File: config.mk
export PLATFORM = sky130hd
export DESIGN_NAME = btn_conditioner_flat
export DESIGN_NICKNAME = d
export VERILOG_FILES = /design/src/rtl/btn_conditioner_if.sv /design/src/rtl/btn_conditioner.sv /design/src/flat_wrapper.sv
export SDC_FILE = /design/constraint.sdc
export NUM_CORES = 1
export LEC_CHECK = 0
export BUFFER_PORTS_ARGS = -buffer_cell sky130_fd_sc_hd__buf_2
export CAP_MARGIN = 20
export CELL_PAD_IN_SITES_DETAIL_PLACEMENT = 2
export CELL_PAD_IN_SITES_GLOBAL_PLACEMENT = 2
export CORE_ASPECT_RATIO = 0.7
export CORE_MARGIN = 4
export CORE_UTILIZATION = 40
export DETAILED_ROUTE_END_ITERATION = 7
export PLACE_DENSITY = 0.86
export SETUP_SLACK_MARGIN = 0.4
export SYNTH_ARGS = -nofsm -noshare
export SYNTH_HDL_FRONTEND = slang
export SYNTH_SLANG_ARGS = --single-unit
File: constraint.sdc
create_clock -name CLK_25MHZ -period 7.45 [get_ports CLK_25MHZ]
set_input_delay 1.1175 -clock CLK_25MHZ [delete_from_list [all_inputs] [get_ports CLK_25MHZ]]
set_output_delay 1.1175 -clock CLK_25MHZ [all_outputs]
set_load 0.1 [all_outputs]
File: src/rtl/btn_conditioner_if.sv
// Button bundle between the board pins and the etcher core: raw pins in,
// conditioned level/press/release/step pulses out. Bit order {RIGHT, LEFT, DOWN, UP}.
interface btn_conditioner_if #(
    parameter int N = 4
);
    logic [N-1:0] BTN_RAW;
    logic [N-1:0] BTN_LEVEL;
    logic [N-1:0] BTN_PRESS;
    logic [N-1:0] BTN_RELEASE;
    logic [N-1:0] BTN_STEP;

    // Pin/stimulus side: drives the raw buttons, observes the conditioned outputs.
    modport master (
        output BTN_RAW,
        input  BTN_LEVEL,
        input  BTN_PRESS,
        input  BTN_RELEASE,
        input  BTN_STEP
    );

    // Conditioner side.
    modport slave (
        input  BTN_RAW,
        output BTN_LEVEL,
        output BTN_PRESS,
        output BTN_RELEASE,
        output BTN_STEP
    );
endinterface

File: src/rtl/btn_conditioner.sv
// Per-channel synchroniser, debouncer and typematic step generator for the
// direction buttons. All outputs come straight from flops.
module btn_conditioner #(
    parameter int N               = 4,
    parameter int DEBOUNCE_CYCLES = 250_000,
    parameter int REPEAT_DELAY    = 12_500_000,
    parameter int REPEAT_PERIOD   = 2_500_000
) (
    input  logic              CLK_25MHZ,
    input  logic              RESET,
    btn_conditioner_if.slave  btn
);
    localparam int DB_W     = $clog2(DEBOUNCE_CYCLES + 1);
    localparam int RPT_MAX  = (REPEAT_DELAY > REPEAT_PERIOD) ? REPEAT_DELAY : REPEAT_PERIOD;
    localparam int RPT_W    = (RPT_MAX > 1) ? $clog2(RPT_MAX) : 1;

    typedef logic [DB_W-1:0]  db_cnt_t;
    typedef logic [RPT_W-1:0] rpt_cnt_t;

    localparam db_cnt_t  DB_LAST    = db_cnt_t'(DEBOUNCE_CYCLES - 1);
    localparam rpt_cnt_t DELAY_LAST = rpt_cnt_t'(REPEAT_DELAY - 1);
    localparam rpt_cnt_t PERIOD_LAST = rpt_cnt_t'(REPEAT_PERIOD - 1);

    typedef enum logic [1:0] {
        ST_IDLE   = 2'd0,
        ST_DELAY  = 2'd1,
        ST_REPEAT = 2'd2
    } rpt_state_t;

    genvar gi;
    generate
        for (gi = 0; gi < N; gi++) begin : g_chan
            logic       sync1_q, sync2_q;
            logic       stable_q, stable_d;
            db_cnt_t    db_cnt_q, db_cnt_d;
            logic       rise, fall;
            rpt_state_t state_q, state_d;
            rpt_cnt_t   rpt_cnt_q, rpt_cnt_d;
            logic       press_q, release_q;
            logic       step_q, step_d;

            // Debounce: count consecutive samples that disagree with the accepted level.
            always_comb begin
                stable_d = stable_q;
                db_cnt_d = '0;
                rise     = 1'b0;
                fall     = 1'b0;
                if (sync2_q != stable_q) begin
                    if (db_cnt_q == DB_LAST) begin
                        stable_d = sync2_q;
                        rise     = sync2_q;
                        fall     = ~sync2_q;
                    end else begin
                        db_cnt_d = db_cnt_q + 1'b1;
                    end
                end
            end

            // Repeat FSM; a debounced fall overrides any step that is due in that cycle.
            always_comb begin
                state_d   = state_q;
                rpt_cnt_d = rpt_cnt_q;
                step_d    = 1'b0;
                if (fall) begin
                    state_d   = ST_IDLE;
                    rpt_cnt_d = '0;
                end else begin
                    unique case (state_q)
                        ST_IDLE: begin
                            if (rise) begin
                                step_d    = 1'b1;
                                rpt_cnt_d = '0;
                                state_d   = ST_DELAY;
                            end
                        end
                        ST_DELAY: begin
                            if (rpt_cnt_q == DELAY_LAST) begin
                                step_d    = 1'b1;
                                rpt_cnt_d = '0;
                                state_d   = ST_REPEAT;
                            end else begin
                                rpt_cnt_d = rpt_cnt_q + 1'b1;
                            end
                        end
                        ST_REPEAT: begin
                            if (rpt_cnt_q == PERIOD_LAST) begin
                                step_d    = 1'b1;
                                rpt_cnt_d = '0;
                            end else begin
                                rpt_cnt_d = rpt_cnt_q + 1'b1;
                            end
                        end
                        default: begin
                            state_d   = ST_IDLE;
                            rpt_cnt_d = '0;
                        end
                    endcase
                end
            end

            always_ff @(posedge CLK_25MHZ or posedge RESET) begin
                if (RESET) begin
                    sync1_q   <= 1'b0;
                    sync2_q   <= 1'b0;
                    stable_q  <= 1'b0;
                    db_cnt_q  <= '0;
                    state_q   <= ST_IDLE;
                    rpt_cnt_q <= '0;
                    press_q   <= 1'b0;
                    release_q <= 1'b0;
                    step_q    <= 1'b0;
                end else begin
                    sync1_q   <= btn.BTN_RAW[gi];
                    sync2_q   <= sync1_q;
                    stable_q  <= stable_d;
                    db_cnt_q  <= db_cnt_d;
                    state_q   <= state_d;
                    rpt_cnt_q <= rpt_cnt_d;
                    press_q   <= rise;
                    release_q <= fall;
                    step_q    <= step_d;
                end
            end

            assign btn.BTN_LEVEL[gi]   = stable_q;
            assign btn.BTN_PRESS[gi]   = press_q;
            assign btn.BTN_RELEASE[gi] = release_q;
            assign btn.BTN_STEP[gi]    = step_q;
        end
    endgenerate
endmodule

File: src/flat_wrapper.sv
// flat-port wrapper written by rule: the top's interface ports become plain ports
module btn_conditioner_flat 
#(
    parameter int N               = 4,
    parameter int DEBOUNCE_CYCLES = 250_000,
    parameter int REPEAT_DELAY    = 12_500_000,
    parameter int REPEAT_PERIOD   = 2_500_000
)
  (CLK_25MHZ, RESET, btn_BTN_RAW, btn_BTN_LEVEL, btn_BTN_PRESS, btn_BTN_RELEASE, btn_BTN_STEP);
  btn_conditioner_if #(.N(N)) btn_i ();
  input  logic CLK_25MHZ;
  input  logic RESET;
  input wire logic [$bits(btn_i.BTN_RAW)-1:0] btn_BTN_RAW;
  output wire logic [$bits(btn_i.BTN_LEVEL)-1:0] btn_BTN_LEVEL;
  output wire logic [$bits(btn_i.BTN_PRESS)-1:0] btn_BTN_PRESS;
  output wire logic [$bits(btn_i.BTN_RELEASE)-1:0] btn_BTN_RELEASE;
  output wire logic [$bits(btn_i.BTN_STEP)-1:0] btn_BTN_STEP;
  assign btn_i.BTN_RAW = btn_BTN_RAW;
  assign btn_BTN_LEVEL = btn_i.BTN_LEVEL;
  assign btn_BTN_PRESS = btn_i.BTN_PRESS;
  assign btn_BTN_RELEASE = btn_i.BTN_RELEASE;
  assign btn_BTN_STEP = btn_i.BTN_STEP;
  btn_conditioner #(.N(N), .DEBOUNCE_CYCLES(DEBOUNCE_CYCLES), .REPEAT_DELAY(REPEAT_DELAY), .REPEAT_PERIOD(REPEAT_PERIOD)) u_core (.CLK_25MHZ(CLK_25MHZ), .RESET(RESET), .btn(btn_i));
endmodule
==> results.json, run 1 <==
{
  "hold_start": "u_core.g_chan[2].sync1_q",
  "arrival_ns": 3.70,
  "worstPathRequired_ns": 7.73,
  "vias_per_cell": 5.891,
  "timing_hold_violations_final": 0,
  "synthCells": 1209,
  "boundaryPins": 22,
  "routed_wirelength_mm": 31.37,
  "grt_overflow": 0,
  "period_needed_ns": 3.415,
  "cts_buffer_depth": 2,
  "cp-start-kind": "flop",
  "setup_viol": 0,
  "cts_htree_levels": 4,
  "ys_async_sr_fraction": 1.000,
  "clk_pin_slew_ns": 0.07,
  "timing.rr.start": "u_core.g_chan[1].rpt_cnt_q[8]",
  "vdd_ir_drop_max_mv": 0.1318,
  "holdPathEnd": "u_core.g_chan[2].sync2_q",
  "syn_nets": 1243,
  "vias": 9266,
  "drt_iter0_drc": 456,
  "fin_nets": 1230,
  "max_freq_ghz": 0.2928,
  "post-dp-hpwl_mm": 20.89,
  "cts_root_buffer": "clkbuf_16",
  "synth-seq-cells": 200,
  "cap_violations": 0,
  "rsz0062_at_grt": "false",
  "postCtsSetupBuffers": 0,
  "clock_latency_ns": 0.46,
  "synth_area_leaders": "dfrtp_1 46%, nand3_1 6.7%, nand2_1 5.2%",
  "die_h_um": 146.1,
  "drc_errors": 0,
  "multi_input_area_um2": 5428,
  "io_buffers": 21,
  "cts_resized": 0,
  "cts_buffers": 17,
  "reg2reg_depth": 7,
  "pwr_density_cell_nw_per_um2": 177.9,
  "n_antenna_cell": 0,
  "ys_types": 61,
  "nFillCells": 2962,
  "worst_slack_ns": 4.035,
  "cts_tree": "done",
  "synthesis.area_um2": 10910,
  "synth_warnings": 0,
  "rr_endpoint": "u_core.g_chan[1].rpt_cnt_q[16]",
  "cts.sinks": 200,
  "status": "finished, final reports clean",
  "hold_buffers": 0,
  "dieArea_um2": 30010,
  "slew_headroom": 0.3038,
  "hold_depth": 0,
  "seqCellArea_um2": 5005,
  "place_congestion": 0.7790,
  "synth_top_area_frac": 0.4589,
  "die_x_um": 205.4,
  "tightest_slew_ns": 1.044,
  "syn_area_per_cell_um2": 9.020,
  "path_class": "flop to flop",
  "fin_skew_ns": 0.01630,
  "fin_crit_sh": 0.4584,
  "firstDrtPassIters": 4,
  "pre_cts_slack_ns": 4.052,
  "worstSetupStartpoint": "u_core.g_chan[1].rpt_cnt_q[8]",
  "rrSetupSlack_ns": 4.03,
  "grt_max_degree": 129,
  "slew_violations": 0,
  "num_rows": 50,
  "seq_area_frac_synth": 0.4589,
  "grt_pass1_wl_mm": 53.58,
  "drive_gt1_frac": 0.06700,
  "core_um2": 26780,
  "hp-class": "flop to flop",
  "wl_per_cell_um": 19.94,
  "antenna_found_initial": 0,
  "yosysTopAreaCell": "dfrtp_1",
  "synth-edff-count": 0,
  "grt_pass1_vias": 10200,
  "critPathCaptureType": "flop",
  "critPathMaxFanout": 24,
  "p_leak_uw": 0.004717,
  "start_util": 0.4073,
  "ant_nets": 0,
  "area.growth.synth_to_final_pct": 8.490,
  "grt.total_usage": 0.2152,
  "ys.flop_type": "dfrtp_1",
  "setup-tns-final_ns": 0
}
-- layer usage --
layer  vias up  part of all wire  global-route usage
li1       4339                 -                   -
met1      4819              0.49              0.3058
met2        87              0.48              0.3494
met3        21             0.024             0.03153
met4         0             0.011             0.05020
met5         -                 0                   0
-- flip-flops by register name, summed over array words and instances, names as in the netlist --
register	flops
u_core.g_chan.release_q	4
u_core.g_chan.state_q	8
u_core.g_chan.db_cnt_q	72
u_core.g_chan.sync1_q	4
u_core.g_chan.press_q	4
u_core.g_chan.stable_q	4
u_core.g_chan.sync2_q	4
u_core.g_chan.step_q	4
u_core.g_chan.rpt_cnt_q	96
-- through the flow --
step | cells | hold slack [ns] | instance area [um^2] | utilization | power (uW)
final | 1573 | 0.3548 | 11830 | 0.4419 | 2104
after global routing | 1573 | 0.3798 | 11830 | 0.4419 | 2177
after global placement | 1541 | 0.3320 | 11240 | 0.4200 | 1164
after CTS | 1573 | 0.3573 | 11830 | 0.4419 | 2127
after floorplan | 1209 | 0.3312 | 10910 | - | 1150
after detailed placement | 1541 | 0.3411 | 11240 | 0.4200 | 1167
-- power breakdown --
group	leakage [uW]	internal, uW	switching, uW
registers	0.00277	1090	8.04
clock network	0.000288	508	452
logic	0.00166	7.96	35.5
total	0.00472	1610	496
-- cell usage after synthesis, types with 12 or more instances --
| master | n |
|---|---|
| or3_1 | 31 |
| o311ai_0 | 36 |
| inv_1 | 51 |
| ha_1 | 28 |
| dfrtp_1 | 200 |
| nand2_1 | 150 |
| nor3_1 | 28 |
| nand4_1 | 39 |
| and2_1 | 17 |
| nor2_1 | 108 |
| a21oi_1 | 25 |
| clkbuf_1 | 39 |
| buf_4 | 16 |
| nand3_1 | 146 |
| xor2_1 | 34 |
| and3_1 | 16 |
| o31ai_1 | 12 |
| xnor2_1 | 31 |
| nor4_1 | 14 |
| o21ai_0 | 39 |
-- area by class of cell --
type,instances,area share
inverters,51,0.01681
multi-input cells,898,0.4588
repair buffers,28,0.01332
well taps,364,0.03849
flip-flops and latches,200,0.4230
clock inverters,13,0.01216
clock buffers,19,0.03744
-- how the worst max path moves through the flow --
stage / depth (start not counted) / to
global placement: 7 / u_core.g_chan[1].rpt_cnt_q[7]
global route: 7 / u_core.g_chan[1].rpt_cnt_q[16]
CTS: 7 / u_core.g_chan[1].rpt_cnt_q[3]
floorplan: 1 / u_core.g_chan[0].db_cnt_q[0]
detailed placement: 7 / u_core.g_chan[1].rpt_cnt_q[12]
finish: 7 / u_core.g_chan[1].rpt_cnt_q[16]
-- critical path: stages (launching register included) --
cell and delay, ns:
dfrtp_1 0.47, or3b_2 0.51, or4_1 0.55, o21ai_1 0.33, a211oi_2 0.12, buf_4 0.25
nand2b_1 0.72, o311ai_0 0.27
-- layout by cell type, fill, tap and decap left out, types with 5 or more instances in the layout --
cell       Yosys  routed
or2_2          9       9
buf_4         16       7
nand2b_1       6       6
o31ai_1       12      12
a31oi_1       10       9
dfrtp_1      200     200
nor4bb_1       9       9
nor4_1        14      14
nor4b_1        7       7
nand2_1      150     150
nor2_1       108     108
nand3_1      146     146
o311ai_1       7       7
xor2_1        34      34
clkbuf_16      0      17
and2_1        17      17
a22oi_1        6       6
or3_1         31      31
ha_1          28      28
inv_1         51      50
and3_1        16      16
o311ai_0      36      36
buf_2          4      21
xnor2_1       31      31
nand4_1       39      39
a22o_1         8       8
and4_1        11      11
o21ai_0       39      39
a21o_1         5       5
or4_1         11      11
nor3_1        28      28
a21oi_1       25      25
-- cells by family after synthesis --
family                   synth area share
XOR/XNOR                          0.05220
adder cells (fa/ha/maj)           0.03213
AND/OR/NAND/NOR                    0.2894
multiplexers                     0.001033
flip-flops                         0.4589
AO/OA/AOI/OAI                      0.1215
buffers and inverters             0.04486
Note: power is estimated with default switching activity, not from simulation.
==> run 2, diff against run 1 <==
Settings changed: ABC_AREA from default to 1, CORE_UTILIZATION 40 to 33, PLACE_DENSITY 0.86 to 0.82.
Clock period 7.45 ns to 3 ns, I/O delays scaled along.
==> run 2 against run 1 <==
First-iteration DRC count grew 26%. Clock power grew to 2.7 times the previous value. Largest cell class unchanged. Core utilization fell by 7.8 points. Sequential share of layout area fell by 5.4 points. Combinational power grew to 3.1 times the previous value. Design area rose by 15%.
==> results.json, run 2 <==
{
  "status": "finished, final reports clean",
  "critical_path.max_stage_delay_ns": 0.41,
  "num_rows": 59,
  "grt_overflow": 0,
  "crit_cells": 10,
  "routed_wirelength_mm": 38.80,
  "rsz0062_at_grt": "false",
  "synthesis.area_um2": 12490,
  "cts_buffer_depth": 2,
  "slew_violations": 0,
  "whs_ns": 0.07512,
  "cts_root_buffer": "clkbuf_16",
  "largest-register": "u_core.g_chan.rpt_cnt_q",
  "wl_per_cell_um": 16.93,
  "critPathMaxFanout": 43,
  "power.share.sequential": 0.501,
  "p_leak_uw": 0.006510,
  "reg2reg_depth": 10,
  "boundaryPins": 22,
  "die_h_um": 170.8,
  "drive_gt1_frac": 0.07381,
  "slowest_stage": "dfrtp_1",
  "fin_crit_sh": 0.7638,
  "io_buffers": 21,
  "syn_nets": 1818,
  "synth-edff-count": 0,
  "fin_nets": 1823,
  "hp-class": "input port to async pin",
  "vias": 11580,
  "drc_errors": 0,
  "grt_pass1_wl_mm": 66.67,
  "setup-tns-final_ns": 0,
  "synth_area_leaders": "dfrtp_1 40%, nand2_1 15%, nor2_1 8.4%",
  "tightest_slew_ns": 0.7233,
  "p_int_uw": 4094,
  "vias_per_cell": 5.054,
  "arrival_ns": 2.65,
  "largest_reg_flops": 96,
  "postCtsSetupBuffers": 0,
  "ant_nets": 0,
  "worstPathRequired_ns": 3.36,
  "p_clk_frac": 0.475,
  "ys_async_sr_fraction": 1.000,
  "max_freq_ghz": 0.4364,
  "hold_buffers": 0,
  "yosysTopAreaCell": "dfrtp_1",
  "clock_latency_ns": 0.47,
  "cts_tree": "done",
  "synthCells": 1784,
  "clk_pin_slew_ns": 0.08,
  "critPathCaptureType": "flop",
  "synth_commonest_cells": "498 x nand2_1, 279 x nor2_1, 262 x inv_1",
  "die_x_um": 240.5,
  "p_comb_frac": 0.024,
  "synth_warnings": 0,
  "cts_htree_levels": 4,
  "seq_area_frac_synth": 0.4006,
  "cp_common_cell": "nand2_2",
  "critical_path_buf_inv_count": 2,
  "post-dp-hpwl_mm": 28.81,
  "mostFrequentLayoutCell": "nand2_1",
  "slew_headroom": 0.5168,
  "crit_chain": "ha_1 > nand2_2 > nor2_8 > inv_2 > nor2_2 > nand3_2 > nand2_4 > nand2_2 > inv_1 > nor2_1",
  "pre_cts_slack_ns": 0.6872,
  "reg_top3": "u_core.g_chan.rpt_cnt_q (96), u_core.g_chan.db_cnt_q (72), u_core.g_chan.state_q (8)",
  "ys_types": 45,
  "synth-seq-cells": 200,
  "core_um2": 37280,
  "place_congestion": 0.8340,
  "syn_area_per_cell_um2": 7.002,
  "drt_iter0_drc": 576,
  "antenna_found_initial": 0,
  "cts.sinks": 200,
  "cts_buffers": 17,
  "grt_max_degree": 66,
  "worst_slack_ns": 0.7085,
  "start_util": 0.3351,
  "pwr_density_cell_nw_per_um2": 400.7,
  "swShare": 0.2475,
  "cp-start-kind": "flop",
  "layout.cells.most_common_list": "498 x nand2_1, 279 x nor2_1, 261 x inv_1",
  "dieArea_um2": 41080,
  "yosysMostFrequentCell": "nand2_1",
  "cap_violations": 0,
  "period_needed_ns": 2.292,
  "grt_pass1_vias": 12950,
  "switchingPower_uw": 1347,
  "path_class": "flop to flop",
  "grt.total_usage": 0.1986,
  "nFillCells": 4496,
  "fin_skew_ns": 0.01484,
  "setup_viol": 0,
  "vdd_ir_drop_max_mv": 0.4359,
  "firstDrtPassIters": 5,
  "ys.flop_type": "dfrtp_1",
  "cts_resized": 0,
  "synth_top_area_frac": 0.4006,
  "timing_hold_violations_final": 0,
  "cp_top_family": "simple AND/OR/NAND/NOR gates",
  "area.growth.synth_to_final_pct": 8.694
}
[run 2: cell types whose count changed after synthesis, sizes merged, moves of 17 or more]
cell | previous run | this run
nand2 | 150 | 512
inv | 51 | 272
nor2 | 108 | 307
o311ai | 43 | 0
clkbuf | 39 | 0
or3 | 31 | 0
nand4 | 39 | 68
buf | 21 | 42
xnor2 | 31 | 10
a21oi | 25 | 42
[run 2: power by group through the flow]
stage / combinational (uW) / clock (uW) / sequential [uW]
after floorplan: 83.3 / 0 / 2780
after global placement: 132 / 0 / 2780
after detailed placement: 138 / 0 / 2780
after CTS: 140 / 2650 / 2730
after global routing: 156 / 2780 / 2730
final: 133 / 2580 / 2730
[run 2: through the flow]
| step | utilization | instances | total power, uW | cell area (um^2) |
|---|---|---|---|---|
| finish | 0.3642 | 2291 | 5441 | 13580 |
| global route | 0.3642 | 2290 | 5659 | 13580 |
| CTS | 0.3642 | 2290 | 5514 | 13580 |
| detailed placement | 0.3471 | 2258 | 2917 | 12940 |
| global placement | 0.3471 | 2258 | 2909 | 12940 |
| floorplan | - | 1784 | 2858 | 12500 |
[run 2: cell type report]
type                            count  area (um^2)  area share
Multi-Input combinational cell   1268         6097      0.4490
Clock inverter                     15        209.0     0.01539
Clock buffer                       17        425.4     0.03133
Inverter                          274         1033     0.07612
Sequential cell                   200         5005      0.3686
Antenna cell                        1        2.502   0.0001843
Timing Repair Buffer               28        195.2     0.01438
Tap cell                          488        610.6     0.04497
[run 2: routing by layer]
metal	up-vias	GRT usage	share of wire
met3	34	0.02691	0.022
met1	5839	0.2699	0.49
li1	5611	-	-
met4	0	0.04865	0.014
met2	95	0.3376	0.47
met5	-	0	0
[run 2: final timing paths]
path | from | endpoint | slack, ns
setup reg to reg | u_core.g_chan[2].db_cnt_q[0] | u_core.g_chan[2].rpt_cnt_q[20] | 0.71
min in group CLK_25MHZ | btn_BTN_RAW[3] | u_core.g_chan[3].sync1_q | 0.08
max in group asynchronous | RESET | u_core.g_chan[1].db_cnt_q[15] | 2.12
setup / recovery | u_core.g_chan[2].db_cnt_q[0] | u_core.g_chan[2].rpt_cnt_q[20] | 0.71
hold / removal | RESET | u_core.g_chan[0].db_cnt_q[16] | 0.08
hold reg to reg | u_core.g_chan[1].sync1_q | u_core.g_chan[1].sync2_q | 0.35
[run 2: cell families after synthesis]
family | after synthesis | share of synthesized area
buffers and inverters | 316 | 0.1113
AO/OA/AOI/OAI | 91 | 0.04137
flip-flops | 200 | 0.4006
XOR/XNOR | 28 | 0.01963
adder cells (fa/ha/maj) | 28 | 0.02805
AND/OR/NAND/NOR | 1121 | 0.3990
[run 2: worst reg2reg max path: cells and delay by family (launching register included)]
kind / cells / cell delay, ns
and+or+nand+nor: 7 / 1.31
DFF: 1 / 0.41
buffers and inverters: 2 / 0.25
adders and majority gates: 1 / 0.23
==> run 3, diff against run 2 <==
Clock period 3 ns to 2.1 ns, I/O delays scaled along.
==> run 3 against run 2 <==
The flow now finishes with violations (setup timing). Design area grew 31%. Die area is the same. Sequential power grew 43%. Combinational power grew 110%. Register-to-register slack lost 0.89 ns. Cell count grew 10%. Hold slack lost 0.073 ns.
==> results.json, run 3 (synthesis gave the netlist of run 2 again) <==
{
  "status": "finished, violations left",
  "violations": "setup timing",
  "nFillCells": 4115,
  "setup_viol": 34,
  "cts_buffer_depth": 2,
  "dp.cells": 2278,
  "fin_nets": 2055,
  "arrival_ns": 2.67,
  "cap_violations": 0,
  "layout.cells.non_filler": 2523,
  "routed_wirelength_mm": 78.76,
  "hp-class": "input port to async pin",
  "critPathMaxFanout": 7,
  "vias_per_cell": 5.919,
  "area.growth.synth_to_final_pct": 42.17,
  "seqCellArea_um2": 5081,
  "vdd_ir_drop_max_mv": 0.7761,
  "p_leak_uw": 0.008128,
  "place_congestion": 0.8395,
  "place_area_um2": 13130,
  "power_uw": 7911,
  "reg_top3": "u_core.g_chan.rpt_cnt_q (96), u_core.g_chan.db_cnt_q (72), u_core.g_chan.state_q (8)",
  "vias": 14930,
  "slew_headroom": 0.6331,
  "core_um2": 37280,
  "die_x_um": 240.5,
  "layout.cells.most_common_list": "377 x nand2_1, 228 x inv_1, 180 x nor2_1",
  "max_freq_ghz": 0.4392,
  "critPathCaptureType": "flop",
  "grt_pass1_vias": 14980,
  "fin_skew_ns": 0.02476,
  "largest_reg_flops": 96,
  "num_rows": 59,
  "cp-start-kind": "flop",
  "boundaryPins": 22,
  "start_util": 0.3351,
  "io_buffers": 21,
  "period_needed_ns": 2.277,
  "multi_input_area_um2": 7996,
  "pre_cts_slack_ns": 0.08603,
  "drt_iter0_drc": 1280,
  "slew_violations": 0,
  "grt_pass1_wl_mm": 88.57,
  "final_area_um2": 17760,
  "rsz0062_at_grt": "true",
  "wl_per_cell_um": 31.22,
  "utilization": 0.4764,
  "drc_errors": 0,
  "die_h_um": 170.8,
  "tightest_slew_ns": 0.5503,
  "pwr_density_cell_nw_per_um2": 445.5,
  "ant_nets": 0,
  "cts_root_buffer": "clkbuf_16",
  "path_class": "flop to flop",
  "cts_tree": "done",
  "worstPathRequired_ns": 2.49,
  "dieArea_um2": 41080,
  "timing_hold_violations_final": 0,
  "rr_endpoint": "u_core.g_chan[1].rpt_cnt_q[7]",
  "antenna_found_initial": 3,
  "clk_pin_slew_ns": 0.10,
  "post-dp-hpwl_mm": 30.01,
  "drive_gt1_frac": 0.3805,
  "grt_overflow": 0,
  "grt_max_degree": 86,
  "worst_slack_ns": -0.1769,
  "reg2reg_depth": 10,
  "cts_buffers": 17,
  "largest-register": "u_core.g_chan.rpt_cnt_q",
  "cts.sinks": 200,
  "cts_htree_levels": 4,
  "clock_latency_ns": 0.53,
  "firstDrtPassIters": 5,
  "rrSetupSlack_ns": -0.18,
  "timing.rr.start": "u_core.g_chan[1].rpt_cnt_q[14]",
  "mostFrequentLayoutCell": "nand2_1",
  "fin_crit_sh": 1.084,
  "grt.total_usage": 0.2751
}
==> run 3: cell types whose count changed in the layout (fill, tap and decap cells not counted), sizes merged, moves of 2 or more <==
cell	before	now
dlygate4sd3	0	4
clkbuf	17	25
bufinv	3	0
clkinvlp	2	4
nand2	512	518
buf	28	243
==> run 3: final cells by class <==
class / instances / area share
antenna: 1 / 0.0001409
tap: 488 / 0.03438
timing repair buffer: 254 / 0.1374
sequential: 200 / 0.2861
inverter: 274 / 0.05967
multi-input combinational: 1274 / 0.4503
clock buffer: 18 / 0.02473
clock inverter: 14 / 0.007327
==> run 3: how the worst max path moves through the flow <==
stage,from,to,slack (ns),depth (start not counted)
finish,u_core.g_chan[1].rpt_cnt_q[14],u_core.g_chan[1].rpt_cnt_q[7],-0.18,10
floorplan,RESET,u_core.g_chan[0].db_cnt_q[0],-0.80,1
CTS,u_core.g_chan[0].rpt_cnt_q[1],u_core.g_chan[0].rpt_cnt_q[14],0.31,11
detailed placement,u_core.g_chan[0].rpt_cnt_q[0],u_core.g_chan[0].rpt_cnt_q[14],0.09,10
global placement,u_core.g_chan[1].db_cnt_q[0],u_core.g_chan[1].rpt_cnt_q[0],0.20,10
global route,u_core.g_chan[1].rpt_cnt_q[8],u_core.g_chan[1].rpt_cnt_q[7],-0.24,11
==> run 3: stage by stage <==
| step | hold WS [ns] | setup TNS, ns |
|---|---|---|
| final | 0.001892 | -2.422 |
| after global routing | 0.03794 | -2.673 |
| after CTS | 0.01945 | 0 |
| after detailed placement | 0.3371 | 0 |
| after global placement | 0.3335 | 0 |
| after floorplan | 0.3312 | -160.67 |
==> run 3: worst max-delay path: stages, from the launching register on <==
cell and delay [ns]:
dfrtp_2 0.51, inv_1 0.20, nand3_1 0.16, nor2_2 0.23, nand3_2 0.26, nand2_2 0.21
nand2_4 0.09, nand2_8 0.16, nand2_8 0.10, nand2_1 0.13, nor2_1 0.09
==> run 3: report_power, final <==
part           total [uW]  internal, uW  switching, uW
Clock                3720          1610           2110
Combinational         276          82.1            194
Sequential           3910          3870           39.1
Total                7910          5560           2350
==> run 3: per-layer routing <==
metal | track usage | routed length, um | vias up
met1 | 0.3429 | 29060 | 7622
met3 | 0.04496 | 4620 | 423
li1 | - | - | 6077
met4 | 0.09880 | 6520 | 4
met2 | 0.4843 | 38540 | 807
met5 | 0 | 22 | -
==> run 3: timing repair <==
| item | in CTS | in global routing |
|---|---|---|
| gates resized for setup | 195 | 418 |
| hold buffers | 4 | 0 |
| pin swaps | 60 | 174 |
| setup endpoints to repair | 133 | 159 |
| cloned | 11 | 8 |
| setup buffers | 86 | 103 |
| hold endpoints to repair | 4 | 0 |
